<file path="config.mk">
export PLATFORM = sky130hd
export DESIGN_NAME = img2col_fetch_ctrl
export DESIGN_NICKNAME = d
export VERILOG_FILES = /design/src/rtl/img2col_pkg.sv /design/src/rtl/pix_skid_fifo.sv /design/src/rtl/img2col_fetch_ctrl.sv
export SDC_FILE = /design/constraint.sdc
export NUM_CORES = 1
export LEC_CHECK = 0
export ABC_AREA = 1
export ABC_CLOCK_PERIOD_IN_PS = 6600
export CAP_MARGIN = 30
export CORE_MARGIN = 10
export CORE_UTILIZATION = 61
export DETAILED_ROUTE_END_ITERATION = 8
export GPL_TIMING_DRIVEN = 1
export MAX_ROUTING_LAYER = met4
export PLACE_DENSITY = 0.91
export SLEW_MARGIN = 20
export SYNTH_ARGS = -nofsm -noshare
export SYNTH_HDL_FRONTEND = slang
export SYNTH_SLANG_ARGS = --single-unit
export TNS_END_PERCENT = 20
</file>
<file path="constraint.sdc">
create_clock -name clk -period 6.6 [get_ports clk]
set_clock_uncertainty 0.1 [all_clocks]
set_input_delay 1.32 -clock clk [delete_from_list [all_inputs] [get_ports clk]]
set_output_delay 1.32 -clock clk [all_outputs]
set_load 0.02 [all_outputs]
</file>
<file path="src/rtl/img2col_pkg.sv">
// img2col_pkg: shared defaults, tag field widths and the fetch FSM state type
// for the img2col fetch path. No ports; imported by img2col_fetch_ctrl.
package img2col_pkg;
    localparam int IMG_W  = 32;
    localparam int K      = 5;
    localparam int OUT_W  = IMG_W - K + 1;
    localparam int ADDR_W = 10;
    localparam int DATA_W = 8;
    localparam int ROW_W  = 5;
    localparam int TAP_W  = 3;
    localparam int COL_W  = 6;
    localparam int TAG_W  = ROW_W + TAP_W + COL_W;
    typedef enum logic [1:0] {IDLE, FETCH, DRAIN} fetch_state_t;
endpackage

</file>
<file path="src/rtl/pix_skid_fifo.sv">
// pix_skid_fifo: 2-entry fall-through FIFO carrying a pixel and its tags.
// Ports: clk, nrst (async active-low); push_i/push_data_i write side;
// ready_i downstream ready; valid_o/data_o head; count_o stored occupancy.
// When empty, an incoming word is presented on the same cycle, and it is
// written only if it is not consumed immediately.
module pix_skid_fifo #(
    parameter int W = 8
) (
    input  logic         clk,
    input  logic         nrst,
    input  logic         push_i,
    input  logic [W-1:0] push_data_i,
    input  logic         ready_i,
    output logic         valid_o,
    output logic [W-1:0] data_o,
    output logic [1:0]   count_o
);
    logic [W-1:0] mem_q [2];
    logic         rd_q, wr_q;
    logic [1:0]   count_q;
    logic         empty, wr, rd;

    assign empty   = count_q == 2'd0;
    assign valid_o = !empty || push_i;
    assign data_o  = !empty ? mem_q[rd_q] : push_i ? push_data_i : '0;
    assign wr      = push_i && !(empty && ready_i);
    assign rd      = valid_o && ready_i && !empty;
    assign count_o = count_q;

    always_ff @(posedge clk or negedge nrst) begin
        if (!nrst) begin
            for (int i = 0; i < 2; i++) mem_q[i] <= '0;
            rd_q    <= 1'b0;
            wr_q    <= 1'b0;
            count_q <= 2'd0;
        end else begin
            if (wr) mem_q[wr_q] <= push_data_i;
            wr_q    <= wr_q ^ wr;
            rd_q    <= rd_q ^ rd;
            count_q <= count_q + {1'b0, wr} - {1'b0, rd};
        end
    end
endmodule

</file>
<file path="src/rtl/img2col_fetch_ctrl.sv">
// img2col_fetch_ctrl: streams an image from SRAM in img2col order
// (row, kernel tap, column) with tagged pixels on a valid/ready port.
// Ports: clk, nrst (async active-low); start_i/base_addr_i launch a frame;
// busy_o/done_o status; mem_req_o/mem_addr_o/mem_rdata_i SRAM read port
// (1-cycle latency); pix_valid_o/pix_ready_i/pix_data_o/pix_row_o/
// pix_tap_o/pix_col_o pixel stream; row_done_o marks the end of an output row.
module img2col_fetch_ctrl #(
    parameter int IMG_W  = img2col_pkg::IMG_W,
    parameter int K      = img2col_pkg::K,
    parameter int ADDR_W = img2col_pkg::ADDR_W,
    parameter int DATA_W = img2col_pkg::DATA_W
) (
    input  logic                          clk,
    input  logic                          nrst,
    input  logic                          start_i,
    input  logic [ADDR_W-1:0]             base_addr_i,
    output logic                          busy_o,
    output logic                          done_o,
    output logic                          mem_req_o,
    output logic [ADDR_W-1:0]             mem_addr_o,
    input  logic [DATA_W-1:0]             mem_rdata_i,
    output logic                          pix_valid_o,
    input  logic                          pix_ready_i,
    output logic [DATA_W-1:0]             pix_data_o,
    output logic [img2col_pkg::ROW_W-1:0] pix_row_o,
    output logic [img2col_pkg::TAP_W-1:0] pix_tap_o,
    output logic [img2col_pkg::COL_W-1:0] pix_col_o,
    output logic                          row_done_o
);
    import img2col_pkg::*;
    localparam int OUT_W = IMG_W - K + 1;

    fetch_state_t        state_q, state_d;
    logic [ROW_W-1:0]    row_q;
    logic [TAP_W-1:0]    tap_q;
    logic [COL_W-1:0]    col_q;
    logic [ADDR_W-1:0]   base_q;
    logic                inflight_q;
    logic [TAG_W-1:0]    tag_q;
    logic [1:0]          count;
    logic [DATA_W+TAG_W-1:0] head;
    logic last_col, last_tap, last_row, fire, accept;

    assign last_col   = col_q == COL_W'(IMG_W - 1);
    assign last_tap   = tap_q == TAP_W'(K - 1);
    assign last_row   = row_q == ROW_W'(OUT_W - 1);
    assign accept     = state_q == IDLE && start_i;
    assign fire       = pix_valid_o && pix_ready_i;
    assign mem_addr_o = base_q + (ADDR_W'(row_q) + ADDR_W'(tap_q)) * ADDR_W'(IMG_W) + ADDR_W'(col_q);

    always_ff @(posedge clk or negedge nrst) begin
        if (!nrst) state_q <= IDLE;
        else state_q <= state_d;
    end

    // Leaving DRAIN on the final transfer means the FIFO is empty and nothing
    // is in flight from the next cycle on.
    always_comb begin
        state_d = accept ? FETCH :
                  (state_q == FETCH && mem_req_o && last_row && last_tap && last_col) ? DRAIN :
                  (state_q == DRAIN && done_o) ? IDLE : state_q;
    end

    // Credit limit: stored entries plus the outstanding read never exceed 2.
    always_comb begin
        busy_o     = state_q != IDLE;
        mem_req_o  = state_q == FETCH && ({1'b0, count} + {2'b0, inflight_q}) < 3'd2;
        row_done_o = fire && pix_tap_o == TAP_W'(K - 1) && pix_col_o == COL_W'(IMG_W - 1);
        done_o     = state_q == DRAIN && row_done_o && pix_row_o == ROW_W'(OUT_W - 1);
    end

    always_ff @(posedge clk or negedge nrst) begin
        if (!nrst) begin
            row_q      <= '0;
            tap_q      <= '0;
            col_q      <= '0;
            base_q     <= '0;
            inflight_q <= 1'b0;
            tag_q      <= '0;
        end else begin
            inflight_q <= mem_req_o;
            if (mem_req_o) tag_q <= {row_q, tap_q, col_q};
            if (accept) begin
                row_q  <= '0;
                tap_q  <= '0;
                col_q  <= '0;
                base_q <= base_addr_i;
            end else if (mem_req_o) begin
                col_q <= last_col ? '0 : col_q + 1'b1;
                tap_q <= !last_col ? tap_q : last_tap ? '0 : tap_q + 1'b1;
                row_q <= !(last_col && last_tap) ? row_q : last_row ? '0 : row_q + 1'b1;
            end
        end
    end

    pix_skid_fifo #(.W(DATA_W + TAG_W)) u_fifo (
        .clk         (clk),
        .nrst        (nrst),
        .push_i      (inflight_q),
        .push_data_i ({mem_rdata_i, tag_q}),
        .ready_i     (pix_ready_i),
        .valid_o     (pix_valid_o),
        .data_o      (head),
        .count_o     (count)
    );

    assign {pix_data_o, pix_row_o, pix_tap_o, pix_col_o} = head;
endmodule

</file>
==> flow_metrics.py, run 1 <==
metrics = {
    "cts": {
        "clkLatencyLatePin_ns": 0.37,
        "cts.sinks": 89,
        "htreeDepth": 3,
        "cts_max_path_buffers": 2,
        "cts-root-buf": "clkbuf_8",
        "clk_pin_slew_ns": 0.09,
        "ctsHoldBuffers": 0,
        "tritoncts": "built",
        "post_cts_buffers": 0,
        "cts_resized": 0,
        "cts_buffers": 9,
    },
    "timing": {
        "max_freq_ghz": 0.208,
        "slew_violations": 0,
        "rsz0062_at_grt": "no",
        "tightest_slew_ns": 0.897,
        "finalSetupViolCount": 0,
        "finalHoldViolations": 0,
        "maxSlewHeadroom_pct": 40.2,
        "tns_ns": 0,
        "period_needed_ns": 4.80,
        "final.period_utilization_pct": 72.8,
    },
    "place": {
        "place_inst": 687,
        "port_buffers": 58,
        "gp_congestion": 0.900,
        "hpwlAfterDp_um": 7810,
    },
    "grt": {
        "grtUsageMet3_pct": 3.57,
        "grt_overflow": 0,
        "top_usage_layer": "met2",
        "globalRouteTotalUtil_pct": 19.8,
        "grt_pass1_wl_um": 18700,
        "grt_max_degree": 72,
        "use_met2_pct": 32.7,
        "grt_pass1_vias": 4063,
        "use_met1_pct": 23.4,
        "antenna_found_initial": 0,
    },
    "final_layout": {
        "post-route-util_pct": 73.6,
        "diodes": 0,
        "layout.nets": 649,
        "final_layout_size_suffix_gt1_share_pct": 14.8,
        "final_cells": 704,
        "nFillCells": 560,
        "final_cell_mix": "126 x nand2_1, 89 x dfrtp_1, 57 x clkdlybuf4s50_1",
        "seq_area_um2": 2230,
        "area_growth_pct": 16.6,
        "multi_input_area_um2": 2320,
        "final_common_cell": "nand2_1",
    },
    "floorplan": {
        "die_w_um": 110,
        "boundaryPins": 59,
        "row_count": 32,
        "dieHeight_um": 110,
        "initial_core_util_pct": 63.1,
        "dieArea_um2": 12100,
        "core_area_um2": 7810,
    },
    "route": {
        "antenna_left": 0,
        "drt_wl_total_um": 11200,
        "vias": 3939,
        "vias_per_cell": 5.60,
        "drt_iter0_markers": 228,
        "drcViolationCount": 0,
        "routedWlPerCell_um": 16.0,
        "drt-pass1-iter-count": 4,
    },
    "setup_path": {
        "cp.arrival_ns": 3.38,
        "end_kind": "primary output",
        "path_max_fanout": 5,
        "timing_worst_setup_path_type": "flop to primary output",
        "required_ns": 5.18,
        "startpoint_type": "flop",
    },
    "power_and_ir_drop": {
        "leakagePower_nw": 2.96,
        "p_comb_share_pct": 34.2,
        "power.share.sequential_pct": 39.3,
        "p_clk_share_pct": 26.5,
        "switchingPower_uw": 521,
        "power_density_nw_per_um2": 254,
        "power_mw": 1.46,
        "peakVddDrop_mv": 0.128,
        "power_switching_share_pct": 35.7,
        "p_int_uw": 939,
    },
    "synthesis": {
        "synth-seq-cells": 89,
        "yosys_warnings": 0,
        "synth_area_per_cell_um2": 9.03,
        "synth_area_leaders": "dfrtp_1 45%, nand2_1 9.6%, mux2_2 7.8%, ha_1 6.9%, o21ai_0 4.7%",
        "synth_area_leader_cell": "dfrtp_1",
        "netlist_area_um2": 4930,
        "syn-instance-count": 546,
        "synth_seq_area_share_pct": 45.2,
        "syn_nets": 598,
        "synth.distinct_cells": 33,
        "synth_top_area_share_pct": 45.2,
    },
    "run": {
        "maxCapViolCount": 0,
    },
    "min_path": {
        "hold_path.class": "flop to flop",
    },
    "outcome": {
        "status": "finished, final reports clean",
    },
}
## layer usage
layer	share of wire [%]	vias up	routed length (µm)
li1	-	1877	-
met1	42	1916	4760
met2	50	126	5650
met3	5.7	20	644
met4	1.5	0	174
met5	0	-	0
## kinds of logic (layout without fill, tap and decap cells)
group           after synthesis  in the layout  share of synthesized area, %
compound gates               75             75                          8.15
xor+xnor                     18             18                          3.20
fa+ha+maj                    30             30                          8.07
buf+inv                      82            138                          7.72
flops                        89             89                          45.2
mux                          34             34                          7.77
simple gates                218            218                          19.9
## cell type report
| cell class | count | share of cell area [%] |
|---|---|---|
| Clock buffer | 10 | 2.39 |
| Clock inverter | 6 | 1.18 |
| Inverter | 59 | 3.90 |
| Multi-Input combinational cell | 375 | 40.4 |
| Sequential cell | 89 | 38.7 |
| Tap cell | 102 | 2.22 |
| Timing Repair Buffer | 63 | 11.2 |
## synthesized netlist by cell type, drive strengths merged
library cell,instances
nor3b,1
nand4,6
a21oi,17
a21o,1
dfrtp,89
xnor2,3
a211oi,1
nand2,136
mux2,34
nor2,36
nand3,38
fa,3
ha,27
o21ai,53
inv,59
xor2,15
o211ai,1
clkbuf,5
o22ai,1
buf,18
nor4,1
a31oi,1
## flip-flops by register name (all words and copies together), names as in the netlist
signal          flops
u_fifo.wr_q         1
u_fifo.count_o      2
base_q             10
col_q               6
row_q               5
tap_q               3
state_q             2
u_fifo.rd_q         1
tag_q              14
inflight_q          1
u_fifo.mem_q       44
## power by group through the flow
stage / Sequential (mW) / Clock (mW) / Combinational, mW
after floorplan: 0.573 / 0 / 0.318
after global placement: 0.601 / 0 / 0.454
after detailed placement: 0.602 / 0 / 0.462
after CTS: 0.591 / 0.387 / 0.464
after global routing: 0.576 / 0.409 / 0.538
final: 0.574 / 0.387 / 0.498
## worst paths after layout
path | to | slack [ns] | from | depth (start not counted)
worst max-delay path | mem_addr_o[9] | 1.80 | row_q[0]$_DFFE_PN0P_ | 10
worst min register to register | base_q[0]$_DFFE_PN0P_ | 0.40 | base_q[0]$_DFFE_PN0P_ | 2
worst min-delay path | base_q[0]$_DFFE_PN0P_ | 0.40 | base_q[0]$_DFFE_PN0P_ | 2
max in group asynchronous | col_q[5]$_DFFE_PN0P_ | 4.56 | nrst | 2
min in group asynchronous | tag_q[11]$_DFFE_PN0P_ | 0.70 | nrst | 1
worst max register to register | u_fifo.mem_q[33]$_DFFE_PN0P_ | 3.70 | inflight_q$_DFF_PN0_ | 5
## critical path, stage by stage (launching register included)
cell             delay (ns)
dfrtp_1                0.42
ha_1                   0.24
fa_1                   0.45
ha_1                   0.29
ha_1                   0.37
a21oi_1                0.23
o21ai_0                0.11
a31oi_1                0.19
nand2_1                0.08
nand2_1                0.06
clkdlybuf4s50_1        0.60
## per-stage QoR
| step | setup slack (ns) | hold WS [ns] | area (µm²) |
|---|---|---|---|
| floorplan | 2.81 | 0.353 | 4930 |
| global placement | 2.31 | 0.366 | 5500 |
| detailed placement | 2.21 | 0.378 | 5520 |
| CTS | 1.80 | 0.401 | 5720 |
| global route | 1.62 | 0.427 | 5750 |
| finish | 1.80 | 0.399 | 5750 |
No activity file was read; power rests on OpenSTA's default activity.
==> inputs of run 2 (changes only) <==
Settings changed: ABC_CLOCK_PERIOD_IN_PS 6600 to 4760, CORE_UTILIZATION 61 to 56, PLACE_DENSITY 0.91 to 0.85.
Clock period 6.6 ns to 4.76 ns, I/O delays scaled along.
==> run 2 against run 1 <==
Register-to-register slack got worse by 1.9 ns; sequential power grew 39%; first-iteration DRC count rose by 18%; critical path depth is 2 higher; clock power up 45%; global-route usage fell by 2.0 points; design area is 0.37% higher; worst setup slack worse by 1.5 ns; total power is 41% higher; flip-flop and latch count stayed put; largest power group unchanged.
==> flow_metrics.py, run 2 (synthesis results as in run 1) <==
metrics = {
    "power_and_ir_drop": {
        "peakVddDrop_mv": 0.191,
        "leakagePower_nw": 2.97,
        "p_comb_share_pct": 33.7,
        "power.share.sequential_pct": 38.9,
        "p_clk_share_pct": 27.4,
        "switchingPower_uw": 716,
        "p_int_mw": 1.34,
        "power_switching_share_pct": 34.9,
        "power_density_nw_per_um2": 355,
    },
    "timing": {
        "slew_violations": 0,
        "final.period_utilization_pct": 93.1,
        "period_needed_ns": 4.43,
        "setup_ws_ns": 0.329,
        "tightest_slew_ns": 0.972,
        "finalHoldViolations": 0,
        "tns_ns": 0,
        "maxSlewHeadroom_pct": 35.2,
        "rsz0062_at_grt": "no",
        "finalSetupViolCount": 0,
        "max_freq_ghz": 0.226,
    },
    "setup_path": {
        "setup.worst_path.start": "row_q[0]$_DFFE_PN0P_",
        "required_ns": 3.71,
        "timing_worst_setup_path_type": "flop to primary output",
        "startpoint_type": "flop",
        "cp.arrival_ns": 3.38,
        "end_kind": "primary output",
        "cp_slowest_cell": "clkdlybuf4s50_1",
        "path_max_fanout": 5,
        "slowest_delay_ns": 0.60,
        "cp_cell_sequence": "ha_1 > fa_1 > xor2_1 > ha_1 > ha_1 > nand2_1 > o21ai_0 > a31oi_1 > inv_1 > nand2_1 > nand2_1 > clkdlybuf4s50_1",
        "r2r-start": "inflight_q$_DFF_PN0_",
        "reg2reg_slack_ns": 1.77,
    },
    "route": {
        "routedWlPerCell_um": 15.5,
        "drt_iter0_markers": 268,
        "drcViolationCount": 0,
        "drt_wl_total_um": 11000,
        "vias": 3844,
        "vias_per_cell": 5.41,
        "antenna_left": 0,
        "drt-pass1-iter-count": 4,
    },
    "final_layout": {
        "final_common_cell": "nand2_1",
        "reg_top3": "u_fifo.mem_q x44, tag_q x14, base_q x10",
        "final_layout_size_suffix_gt1_share_pct": 14.6,
        "top_register": "u_fifo.mem_q",
        "largest_reg_flops": 44,
        "finalInstanceArea_um2": 5770,
        "area_growth_pct": 17.1,
        "layout.nets": 650,
        "final_cell_mix": "126 x nand2_1, 89 x dfrtp_1, 57 x clkdlybuf4s50_1",
        "diodes": 0,
    },
    "grt": {
        "grt_pass1_wl_um": 18700,
        "grt_max_degree": 59,
        "grt_pass1_vias": 4012,
        "antenna_found_initial": 0,
        "globalRouteTotalUtil_pct": 17.8,
        "grt_overflow": 0,
    },
    "cts": {
        "post_cts_buffers": 0,
        "cts.sinks": 89,
        "clkLatencyLatePin_ns": 0.35,
        "cts_max_path_buffers": 2,
        "cts_buffers": 9,
        "cts_resized": 0,
        "ctsHoldBuffers": 0,
        "htreeDepth": 3,
        "tritoncts": "built",
        "cts-root-buf": "clkbuf_8",
        "clk_pin_slew_ns": 0.08,
    },
    "floorplan": {
        "core_area_um2": 8640,
        "dieHeight_um": 114,
        "row_count": 34,
        "dieArea_um2": 13000,
        "die_w_um": 114,
        "initial_core_util_pct": 57.1,
        "boundaryPins": 59,
    },
    "place": {
        "gp_congestion": 0.858,
        "place_area_um2": 5540,
        "port_buffers": 58,
        "dp_slack_ns": 0.695,
        "hpwlAfterDp_um": 7690,
    },
    "min_path": {
        "hold_start": "base_q[4]$_DFFE_PN0P_",
        "hold_path.class": "flop to flop",
    },
    "run": {
        "maxCapViolCount": 0,
    },
    "outcome": {
        "status": "finished, final reports clean",
    },
}
-- run 2: through the flow --
| step | total power [mW] | hold WS (ns) | util, % | std cells |
|---|---|---|---|---|
| floorplan | 1.24 | 0.353 | - | 546 |
| finish | 2.05 | 0.398 | 66.8 | 711 |
| global route | 2.16 | 0.426 | 66.8 | 711 |
| global placement | 1.47 | 0.366 | 63.9 | 693 |
| detailed placement | 1.49 | 0.383 | 64.2 | 694 |
| CTS | 2.05 | 0.406 | 66.6 | 710 |
-- run 2: final timing paths --
kind | to | cells after the start
worst max-delay path | mem_addr_o[9] | 12
min in group asynchronous | u_fifo.mem_q[14]$_DFFE_PN0P_ | 1
worst min-delay path | base_q[4]$_DFFE_PN0P_ | 2
max in group asynchronous | u_fifo.mem_q[25]$_DFFE_PN0P_ | 2
worst max register to register | u_fifo.mem_q[33]$_DFFE_PN0P_ | 5
worst min register to register | base_q[4]$_DFFE_PN0P_ | 2
-- run 2: worst max-delay path: cells and delay by family (launching register included) --
family | cells | cell delay [ns]
simple gates | 3 | 0.22
buf+inv | 2 | 0.67
xor+xnor | 1 | 0.17
compound gates | 2 | 0.23
flops | 1 | 0.42
fa+ha+maj | 4 | 1.30
-- run 2: area by class of cell --
| cell class | instances | area [µm²] |
|---|---|---|
| well taps | 108 | 135 |
| clock buffers | 11 | 131 |
| clock inverters | 5 | 80.1 |
| inverters | 59 | 224 |
| repair buffers | 64 | 651 |
| multi-input cells | 375 | 2320 |
| fillers | 693 | 2870 |
| flip-flops and latches | 89 | 2230 |
-- run 2: power groups by stage --
stage | clock network (mW) | logic, mW | registers (mW)
floorplan | 0 | 0.441 | 0.794
global placement | 0 | 0.638 | 0.834
detailed placement | 0 | 0.658 | 0.833
CTS | 0.567 | 0.661 | 0.818
global route | 0.606 | 0.753 | 0.801
finish | 0.562 | 0.692 | 0.798
-- run 2: metal layers --
metal / global-route usage (%) / routed length [µm] / part of all wire (%) / vias to the layer above
li1: - / - / - / 1877
met1: 21.8 / 4890 / 44 / 1828
met2: 28.6 / 5250 / 48 / 120
met3: 3.46 / 654 / 5.9 / 19
met4: 6.68 / 199 / 1.8 / 0
met5: - / 0 / 0 / -
